**config.mk**
```make
export PLATFORM = sky130hd
export DESIGN_NAME = xor_decrypt_receiver
export DESIGN_NICKNAME = d
export VERILOG_FILES = /design/src/rtl/xor_cipher_pkg.sv /design/src/rtl/sync_byte_fifo.sv /design/src/rtl/xor_decrypt_receiver.sv
export SDC_FILE = /design/constraint.sdc
export NUM_CORES = 1
export LEC_CHECK = 0
export ABC_CLOCK_PERIOD_IN_PS = 3700
export BUFFER_PORTS_ARGS = -buffer_cell sky130_fd_sc_hd__buf_2
export CORE_MARGIN = 10
export CORE_UTILIZATION = 40
export CTS_CLUSTER_DIAMETER = 120
export DETAILED_ROUTE_END_ITERATION = 10
export PLACE_DENSITY = 0.72
export SYNTH_ARGS = -nofsm -noshare
export SYNTH_HDL_FRONTEND = slang
export SYNTH_SLANG_ARGS = --single-unit
```
**constraint.sdc**
```tcl
create_clock -name iClk -period 3.7 [get_ports iClk]
set_input_delay 0.74 -clock iClk [delete_from_list [all_inputs] [get_ports iClk]]
set_output_delay 0.74 -clock iClk [all_outputs]
set_load 0.05 [all_outputs]
```
**src/rtl/xor_cipher_pkg.sv**
```systemverilog
// ============================================================================
// Module      : xor_cipher_pkg
// Description : Shared constants and FSM state type for the XOR cipher paths.
// Revision    : 1.0 - initial release
// ============================================================================
`default_nettype none

package xor_cipher_pkg;

    localparam int KEY_SIZE_DEF = 32;
    localparam int MSG_SIZE_DEF = 512;
    localparam int BYTE_W       = 8;

    typedef enum logic [1:0] {
        IDLE = 2'd0,
        RECV = 2'd1,
        DROP = 2'd2
    } rx_state_e;

endpackage

`default_nettype wire

```
**src/rtl/sync_byte_fifo.sv**
```systemverilog
// ============================================================================
// Module      : sync_byte_fifo
// Description : Synchronous FIFO, power-of-two depth, simultaneous push/pop.
// Revision    : 1.0 - initial release
// ============================================================================
`default_nettype none

module sync_byte_fifo #(
    parameter int DEPTH = 4,
    parameter int WIDTH = 8
) (
    input  logic             clk_i,
    input  logic             rst_i,
    input  logic             push_i,
    input  logic [WIDTH-1:0] data_i,
    input  logic             pop_i,
    output logic [WIDTH-1:0] data_o,
    output logic             full_o,
    output logic             empty_o
);

    localparam int PTR_W = $clog2(DEPTH);

    logic [WIDTH-1:0] mem_q [DEPTH];
    logic [PTR_W-1:0] wr_ptr_q;
    logic [PTR_W-1:0] rd_ptr_q;
    logic [PTR_W:0]   count_q;
    logic             w_pop_ok;
    logic             w_push_ok;

    assign empty_o   = (count_q == '0);
    assign full_o    = (count_q == (PTR_W+1)'(DEPTH));
    assign w_pop_ok  = pop_i && !empty_o;
    // A pop in the same cycle frees the slot the push needs.
    assign w_push_ok = push_i && (!full_o || w_pop_ok);
    assign data_o    = mem_q[rd_ptr_q];

    always_ff @(posedge clk_i) begin
        if (rst_i) begin
            wr_ptr_q <= '0;
            rd_ptr_q <= '0;
            count_q  <= '0;
            for (int i = 0; i < DEPTH; i++) begin
                mem_q[i] <= '0;
            end
        end else begin
            if (w_push_ok) begin
                mem_q[wr_ptr_q] <= data_i;
                wr_ptr_q        <= wr_ptr_q + 1'b1;
            end
            if (w_pop_ok) begin
                rd_ptr_q <= rd_ptr_q + 1'b1;
            end
            count_q <= count_q + (PTR_W+1)'(w_push_ok) - (PTR_W+1)'(w_pop_ok);
        end
    end

endmodule

`default_nettype wire

```
**src/rtl/xor_decrypt_receiver.sv**
```systemverilog
// ============================================================================
// Module      : xor_decrypt_receiver
// Description : Serial XOR-decrypting receiver packing plaintext into a byte
//               FIFO. Optional macro XOR_RX_BITCOUNT_EN adds oBit_count.
// Revision    : 1.0 - initial release
// ============================================================================
`default_nettype none

module xor_decrypt_receiver
    import xor_cipher_pkg::*;
#(
    parameter int KEY_SIZE   = KEY_SIZE_DEF,
    parameter int MAX_BITS   = MSG_SIZE_DEF,
    parameter int FIFO_DEPTH = 4
) (
    input  logic                      iClk,
    input  logic                      iRst,
    input  logic                      iEn,
    input  logic [KEY_SIZE-1:0]       iKey,
    input  logic                      iKey_load,
    input  logic                      iSerial_in,
    input  logic                      iSerial_start,
    input  logic                      iSerial_end,
    output logic [BYTE_W-1:0]         oByte,
    output logic                      oByte_valid,
    input  logic                      iByte_ready,
`ifdef XOR_RX_BITCOUNT_EN
    output logic [$clog2(MAX_BITS):0] oBit_count,
`endif
    output logic                      oFrame_done,
    output logic                      oFrame_err,
    output logic                      oOverflow
);

    localparam int CNT_W  = $clog2(MAX_BITS) + 1;
    localparam int KCNT_W = $clog2(KEY_SIZE);
    localparam int LOG_B  = $clog2(BYTE_W);

    localparam logic [CNT_W-1:0]  C_MAX_BITS = CNT_W'(MAX_BITS);
    localparam logic [KCNT_W-1:0] C_KEY_TOP  = KCNT_W'(KEY_SIZE - 1);

    rx_state_e             state_q, state_d;
    logic [KEY_SIZE-1:0]   key_q, key_d;
    logic [KCNT_W-1:0]     kcnt_q, kcnt_d;
    logic [CNT_W-1:0]      bcnt_q, bcnt_d;
    logic [BYTE_W-2:0]     shift_q, shift_d;
    logic                  done_q, done_d;
    logic                  err_q, err_d;
    logic                  ovf_q, ovf_d;

    logic                  w_take;
    logic                  w_restart;
    logic                  w_push;
    logic                  w_dbit;
    logic [CNT_W-1:0]      w_bbase;
    logic [CNT_W-1:0]      w_bnext;
    logic [KCNT_W-1:0]     w_kbase;
    logic [BYTE_W-1:0]     w_push_byte;
    logic                  w_full;
    logic                  w_empty;

    assign w_push_byte = {shift_q, w_dbit};

    always_comb begin
        state_d   = state_q;
        key_d     = key_q;
        kcnt_d    = kcnt_q;
        bcnt_d    = bcnt_q;
        shift_d   = shift_q;
        done_d    = 1'b0;
        err_d     = err_q;
        ovf_d     = ovf_q;
        w_take    = 1'b0;
        w_restart = 1'b0;
        w_push    = 1'b0;

        case (state_q)
            IDLE: begin
                if (iKey_load) key_d = iKey;
                if (iEn && iSerial_start) begin
                    w_take    = 1'b1;
                    w_restart = 1'b1;
                end
            end
            RECV: begin
                if (iEn) begin
                    w_take    = 1'b1;
                    w_restart = iSerial_start;
                end
            end
            DROP: begin
                if (iEn) begin
                    bcnt_d = (&bcnt_q) ? bcnt_q : bcnt_q + 1'b1;
                    if (iSerial_end) state_d = IDLE;
                end
            end
            default: state_d = IDLE;
        endcase

        w_bbase = w_restart ? '0 : bcnt_q;
        w_kbase = w_restart ? '0 : kcnt_q;
        w_bnext = w_bbase + 1'b1;
        // Key is applied MSB first, so bit n uses key[KEY_SIZE-1-(n mod KEY_SIZE)].
        w_dbit  = iSerial_in ^ key_q[C_KEY_TOP - w_kbase];

        if (w_restart) begin
            err_d = 1'b0;
            ovf_d = 1'b0;
        end

        if (w_take) begin
            if (w_bnext > C_MAX_BITS) begin
                err_d   = 1'b1;
                bcnt_d  = w_bnext;
                state_d = iSerial_end ? IDLE : DROP;
            end else begin
                shift_d = {shift_q[BYTE_W-3:0], w_dbit};
                bcnt_d  = w_bnext;
                kcnt_d  = w_kbase + 1'b1;
                w_push  = (w_bnext[LOG_B-1:0] == '0);
                if (iSerial_end) begin
                    state_d = IDLE;
                    if (w_push) done_d = 1'b1;
                    else        err_d  = 1'b1;
                end else begin
                    state_d = RECV;
                end
            end
        end

        if (w_push && w_full && !(iByte_ready && !w_empty)) ovf_d = 1'b1;
    end

    always_ff @(posedge iClk) begin
        if (iRst) begin
            state_q <= IDLE;
            key_q   <= '0;
            kcnt_q  <= '0;
            bcnt_q  <= '0;
            shift_q <= '0;
            done_q  <= 1'b0;
            err_q   <= 1'b0;
            ovf_q   <= 1'b0;
        end else begin
            state_q <= state_d;
            key_q   <= key_d;
            kcnt_q  <= kcnt_d;
            bcnt_q  <= bcnt_d;
            shift_q <= shift_d;
            done_q  <= done_d;
            err_q   <= err_d;
            ovf_q   <= ovf_d;
        end
    end

`ifdef XOR_RX_BITCOUNT_EN
    logic [CNT_W-1:0] bc_rep_q;

    // Every termination path leaves the frame length in bcnt_d.
    always_ff @(posedge iClk) begin
        if (iRst) begin
            bc_rep_q <= '0;
        end else if (iEn && iSerial_end && (w_take || state_q == DROP)) begin
            bc_rep_q <= bcnt_d;
        end
    end

    assign oBit_count = bc_rep_q;
`endif

    sync_byte_fifo #(
        .DEPTH (FIFO_DEPTH),
        .WIDTH (BYTE_W)
    ) u_fifo (
        .clk_i   (iClk),
        .rst_i   (iRst),
        .push_i  (w_push),
        .data_i  (w_push_byte),
        .pop_i   (iByte_ready),
        .data_o  (oByte),
        .full_o  (w_full),
        .empty_o (w_empty)
    );

    assign oByte_valid = !w_empty;
    assign oFrame_done = done_q;
    assign oFrame_err  = err_q;
    assign oOverflow   = ovf_q;

endmodule

`default_nettype wire

```
# Word level (Yosys, flattened, before mapping)
# Memories as Yosys holds them, arrays and structs flattened. A register that Yosys moved wholly into a read port is not among the register bits.
# Cells that the tools add are included.
# W data, S select, Z words.
# word_totals
memories	1
latch_bits	0
word_cells	96
out_inout_bits	12
ram_bits	32
reg_bits	66
inputBits	40
romBits	0
# memory_table
memory	words	width	read_ports	rd_clocked_by_memory_dff	write_ports	line	source
u_fifo.mem_q	4	8	1	1	4	sync_byte_fifo.sv:24	logic [WIDTH-1:0] mem_q [DEPTH];
# classes
order_cmp	2
n_bitwise	4
shifts	0
n_div	0
mul	0
reduce_logical	23
eq_ne	7
n_mux	40
add_sub_neg	8
# op_table
cell	n
$mux W10	5
$mux W1	21
$add A10 B1 Y10 const B	2
$mux W2	8
$gt A10 B10 Y1 const B	1
$reduce_and A10 Y1	1
$mux W8	1
$reduce_or A8 Y1	1
$logic_not A3 Y1	2
$lt A5 B6 Y1 const B	1
$ne A3 B3 Y1 const B	2
$reduce_and A3 Y1	2
$reduce_bool A2 Y1	3
$add A5 B1 Y5 const B	1
$bmux W1 S5	1
$logic_and A1 B1 Y1	5
$mux W5	1
$sub A5 B5 Y5 const A	1
$add A2 B1 Y2 const B	2
$pmux W1 S2	2
$pmux W2 S2	1
$reduce_and A2 Y1	2
$reduce_or A4 Y1	1
$add A3 B1 Y3	1
12 further kinds	16

# Logic depth before layout (Yosys ltp)
# logic_depth
ltp_word	14
mapped_depth	17
mapped_depth_nobuf	13

# Modules after synthesis
# A second synthesis with hierarchy kept.
# unflattened
hier_cells	477
hier_area_um2	4734.5
# modules_own_cells
module	cells_each	area_each_um2	n_inst	seq_area_each_um2
xor_decrypt_receiver	352	2889.0	1	1181.1
sync_byte_fifo	125	1845.5	1	1141.1

# Worst setup path after synthesis
# OpenSTA, ideal clock, no wires.
# synth_path
path_kind	in2reg
from	input port iEn
to	memory u_fifo.mem_q[1][0], enable pin
path_buffers	3
cell_stages	12
slack_ps	-95
required_ps	3316
arrival_ps	3411
setup_time_ps	384
cell_sequence	nand3b_1 -> clkbuf_1 -> clkbuf_1 -> and2_1 -> ha_1 -> ha_1 -> nand2b_1 -> a221oi_2 -> a31o_2 -> buf_2 -> nand3_2 -> o21ai_0
# synth_lines
element	line	source
start: declaration	xor_decrypt_receiver.sv:18	input logic iEn,
end: declaration	sync_byte_fifo.sv:24	

# Worst setup path in the final report
# layout_path
from	input port iEn
to	register u_fifo.count_q[2]
# layout_via
elab_chain_cells	11
elab_cells_between_ends	15
classes_between	3 x add/sub; 1 x order compare; 8 x mux; 3 x reduce/logical
# layout_rtl
element	line	source
$logic_and A1 B1 Y1	xor_decrypt_receiver.sv:80	if (iEn && iSerial_start) begin
$mux W1	xor_decrypt_receiver.sv:80	
$pmux W1 S2	xor_decrypt_receiver.sv:77	case (state_q)
$mux W10	xor_decrypt_receiver.sv:100	w_bbase = w_restart ? '0 : bcnt_q;
$add A10 B1 Y10	xor_decrypt_receiver.sv:102	w_bnext = w_bbase + 1'b1;
$gt A10 B10 Y1 or $logic_not A3 Y1 (tied branches)	xor_decrypt_receiver.sv:112, xor_decrypt_receiver.sv:120	
$mux W1	xor_decrypt_receiver.sv:112	if (w_bnext > C_MAX_BITS) begin
$mux W1 *	xor_decrypt_receiver.sv:111	if (w_take) begin
$logic_and A1 B1 Y1 *	sync_byte_fifo.sv:35	assign w_push_ok = push_i && (!full_o || w_pop_ok);
$add A3 B1 Y3 *	sync_byte_fifo.sv:54	count_q <= count_q + (PTR_W+1)'(w_push_ok) - (PTR_W+1)'(w_pop_ok);
$sub A3 B1 Y3 *	sync_byte_fifo.sv:54	
end signal: assignment	sync_byte_fifo.sv:54	
end: declaration	sync_byte_fifo.sv:27	logic [PTR_W:0] count_q;
# Mark *: on every way between the ends. The rest lies on a longest branch, timed or not.
# A chain may end at the register's enable or synchronous reset.

==> impl_results.md <==
* PwrDens at ~500 nW/µm²
* Worst Hold Launch: key_q[27]
* Hold Vio Cnt, Final at 0
* Rows at 39
* WL/cell at 15.8 µm
* Hold_buf cts at 0
* Reg2Reg Depth at 13
* Cell variety after synth at 60
* Setup Skew at 9.79 ps
* RR Endpoint: u_fifo.count_q[2]
* Register area at ~2300 µm²
* Post-Syn Area at between 4000 and 5000 µm²
* # IOs at 52
* Startpoint Class: input pin
* Die width at approximately 130 µm
* Crit. End Element: flip-flop
* Fmax at between 0.3 and 0.4 GHz
* IO Port Bufs at 51
* Tmin final at approximately 3200 ps
* Core box area at 11500 µm²
* Ys Warns at 0
* Post-cts resize count at 0
* Number of synthesized register bits at 100
* Sequential area share after synthesis at 48.8%
* CP arrival at approximately 3400 ps
* Syn avg cell area at 9.49 µm²
* Worst Tran Pin Value at a little over 1000 ps
* Leakage power at ~2.0 nW
* Syn_nets at 547
* DRC at 0
* Gpl congestion at between 0.8 and 0.9
* HPWL after DPL at between 7000 and 8000 µm
* WP data required at about 4000 ps
* Vias/cell at between 5 and 6
* CP Max Fanout at 6
* Reg2reg start: state_q[1]
* Largest net degree at the start of global routing at 47
* EDFF count, synth at 32
* R2R Setup Slk at about 560 ps
* Final critical-path share of the clock period at 86.6%
* Final setup violation count at 0
* Commonest non-fill, non-tap cell in the layout: nand2_1
* Multi-input logic area at approximately 2300 µm²
* Total CTS buffers at 9
* Cells after Synth at between 500 and 600
* H-tree depth at 3
* Die area at 16600 µm²
* Clk slew on worst S/H paths at 70 ps
* Total Neg Setup Slack at 0 ps
* Most frequent cells in the layout: 84 x nand2_1, 68 x dfxtp_1, 51 x a21oi_1, 51 x buf_2, 40 x nor2_1
* CTS root buf: clkbuf_16
* Top_reg_cell synth: dfxtp_1
* Peak supply drop at 242 µV
* P&R area growth vs syn at 14.5%
* CTS tree: done
* RSZ-0062 raised after global routing: no
* Nets@finish at about 590
* First-pass GRT wire length at 17700 µm
* Number of DRC markers in iteration 0 at roughly 350
* WL final at ~11000 µm
* Detailed Routing Iterations Pass 1 at 4
* Fillcell total at around 1100
* Global-route usage over all layers at 13.0%
* Max-cap violations at 0
* Initial Utilization at 41.3%
* Type of the worst setup path: input pin to flip-flop
* Worst rel slew slack at 32.7%
* Placed Area at 5130 µm²
* Final Cell Area at 5440 µm²
* Post-synth ARST share at 0%
* Number of global-route vias before repair at between 3000 and 4000
* Fraction of final layout cells sized beyond drive strength 1 at between 15 and 20%
* Die height at 129 µm
* Initial antenna violation count at 0
* Post-Layout Cell Count at 687
* Outcome: complete, no violations
* Post-CTS Setup Bufs at 0
* Clock latency on the worst-skew pair at 360 ps
* ANT cells at 0
* Worst Hold End: key_q[27]
* Overflow after GRT at 0
* CTS Sinks at 100
* Hold path depth at 2
* Clock buffer depth at 2
* Detail Route Antenna Nets at 0
* Vias at approximately 3700
* Util after Layout at ~47%
* Fin. max-slew vios at 0
* DP Cell Count at roughly 670
* Worst hold path type: flip-flop to flip-flop
worst max path at each step:
stage	end	slack (ps)	depth (start not counted)	from
finish	u_fifo.count_q[2]	500	14	iEn
global route	u_fifo.count_q[2]	170	14	iEn
CTS	u_fifo.count_q[2]	490	14	iEn
detailed placement	u_fifo.count_q[2]	120	14	iEn
global placement	u_fifo.count_q[2]	240	14	iEn
floorplan	u_fifo.mem_q[1][0]	-100	12	iEn
cells in the mapped netlist, types with 4 or more instances:
library cell | count | area, µm²
xnor2_1 | 4 | 35.0
nor3_1 | 11 | 55.1
mux4_2 | 11 | 248
nand3b_1 | 5 | 37.5
nand2_1 | 84 | 315
xor2_1 | 5 | 43.8
or3_1 | 5 | 31.3
edfxtp_1 | 32 | 961
a211oi_1 | 5 | 37.5
a21oi_1 | 51 | 255
ha_1 | 5 | 62.6
mux2i_1 | 10 | 100
buf_2 | 7 | 35.0
mux2_2 | 4 | 45.0
o21ai_0 | 21 | 105
nor3b_1 | 4 | 30.0
dfxtp_1 | 68 | 1360
or4_1 | 5 | 37.5
nand3_1 | 6 | 30.0
nor2_1 | 40 | 150
nor2b_1 | 5 | 31.3
a2111oi_0 | 4 | 35.0
nand2b_1 | 4 | 25.0
clkbuf_1 | 26 | 97.6
inv_1 | 8 | 30.0
and2_1 | 20 | 125
area by class of cell:
class	instances	area share [%]
clock buffers	9	4.14
clock inverters	7	1.54
inverters	8	0.552
multi-input cells	357	41.5
flip-flops and latches	100	42.7
well taps	143	3.29
repair buffers	63	6.34
per-layer routing:
layer / GRT usage [%] / up-vias / part of all wire, %
li1: - / 1867 / -
met1: 15.8 / 1782 / 46
met2: 22.1 / 57 / 49
met3: 3.47 / 10 / 4.1
met4: 3.81 / 0 / 0.95
met5: 0 / - / 0
state kept, by name, indices dropped and copies added (netlist names), named ones only:
name / count
u_fifo.count_q: 3
kcnt_q: 5
u_fifo.rd_ptr_q: 2
key_q: 32
oOverflow: 1
shift_q: 7
oFrame_err: 1
state_q: 2
bcnt_q: 10
u_fifo.wr_ptr_q: 2
u_fifo.mem_q: 32
oFrame_done: 1
metrics by stage:
| stage | total power, W | hold slack [ps] | setup WS [ps] |
|---|---|---|---|
| 5_1_grt | 0.00291 | 469 | 171 |
| 2_1_floorplan | 0.00171 | 432 | -95.1 |
| 4_1_cts | 0.00281 | 453 | 493 |
| 3_5_place_dp | 0.00185 | 443 | 123 |
| 6_report | 0.00279 | 450 | 497 |
| 3_3_place_gp | 0.00183 | 441 | 236 |
power by group:
group	switching, W	internal (W)	total (W)
Sequential	0.0000774	0.00120	0.00128
Combinational	0.000323	0.000211	0.000534
Clock	0.000439	0.000536	0.000975
Total	0.000839	0.00195	0.00279
kinds of logic after synthesis:
| group | after synthesis | share of synthesized area [%] |
|---|---|---|
| mux | 25 | 8.26 |
| buf+inv | 44 | 3.82 |
| simple gates | 211 | 22.2 |
| flops | 100 | 48.8 |
| xor+xnor | 9 | 1.66 |
| compound gates | 106 | 13.5 |
| fa+ha+maj | 6 | 1.74 |
critical path, cell delays in order:
cell and delay [ps]:
buf_2 120, nand3b_1 140, and2_1 190, ha_1 230, ha_1 290, nand2b_1 150, a221oi_2 270, a31oi_2 180
nor3_1 280, inv_1 90, fa_1 380, xor2_1 180, xnor2_1 130, nor2_1 50
No activity file was read; power rests on OpenSTA's default activity.
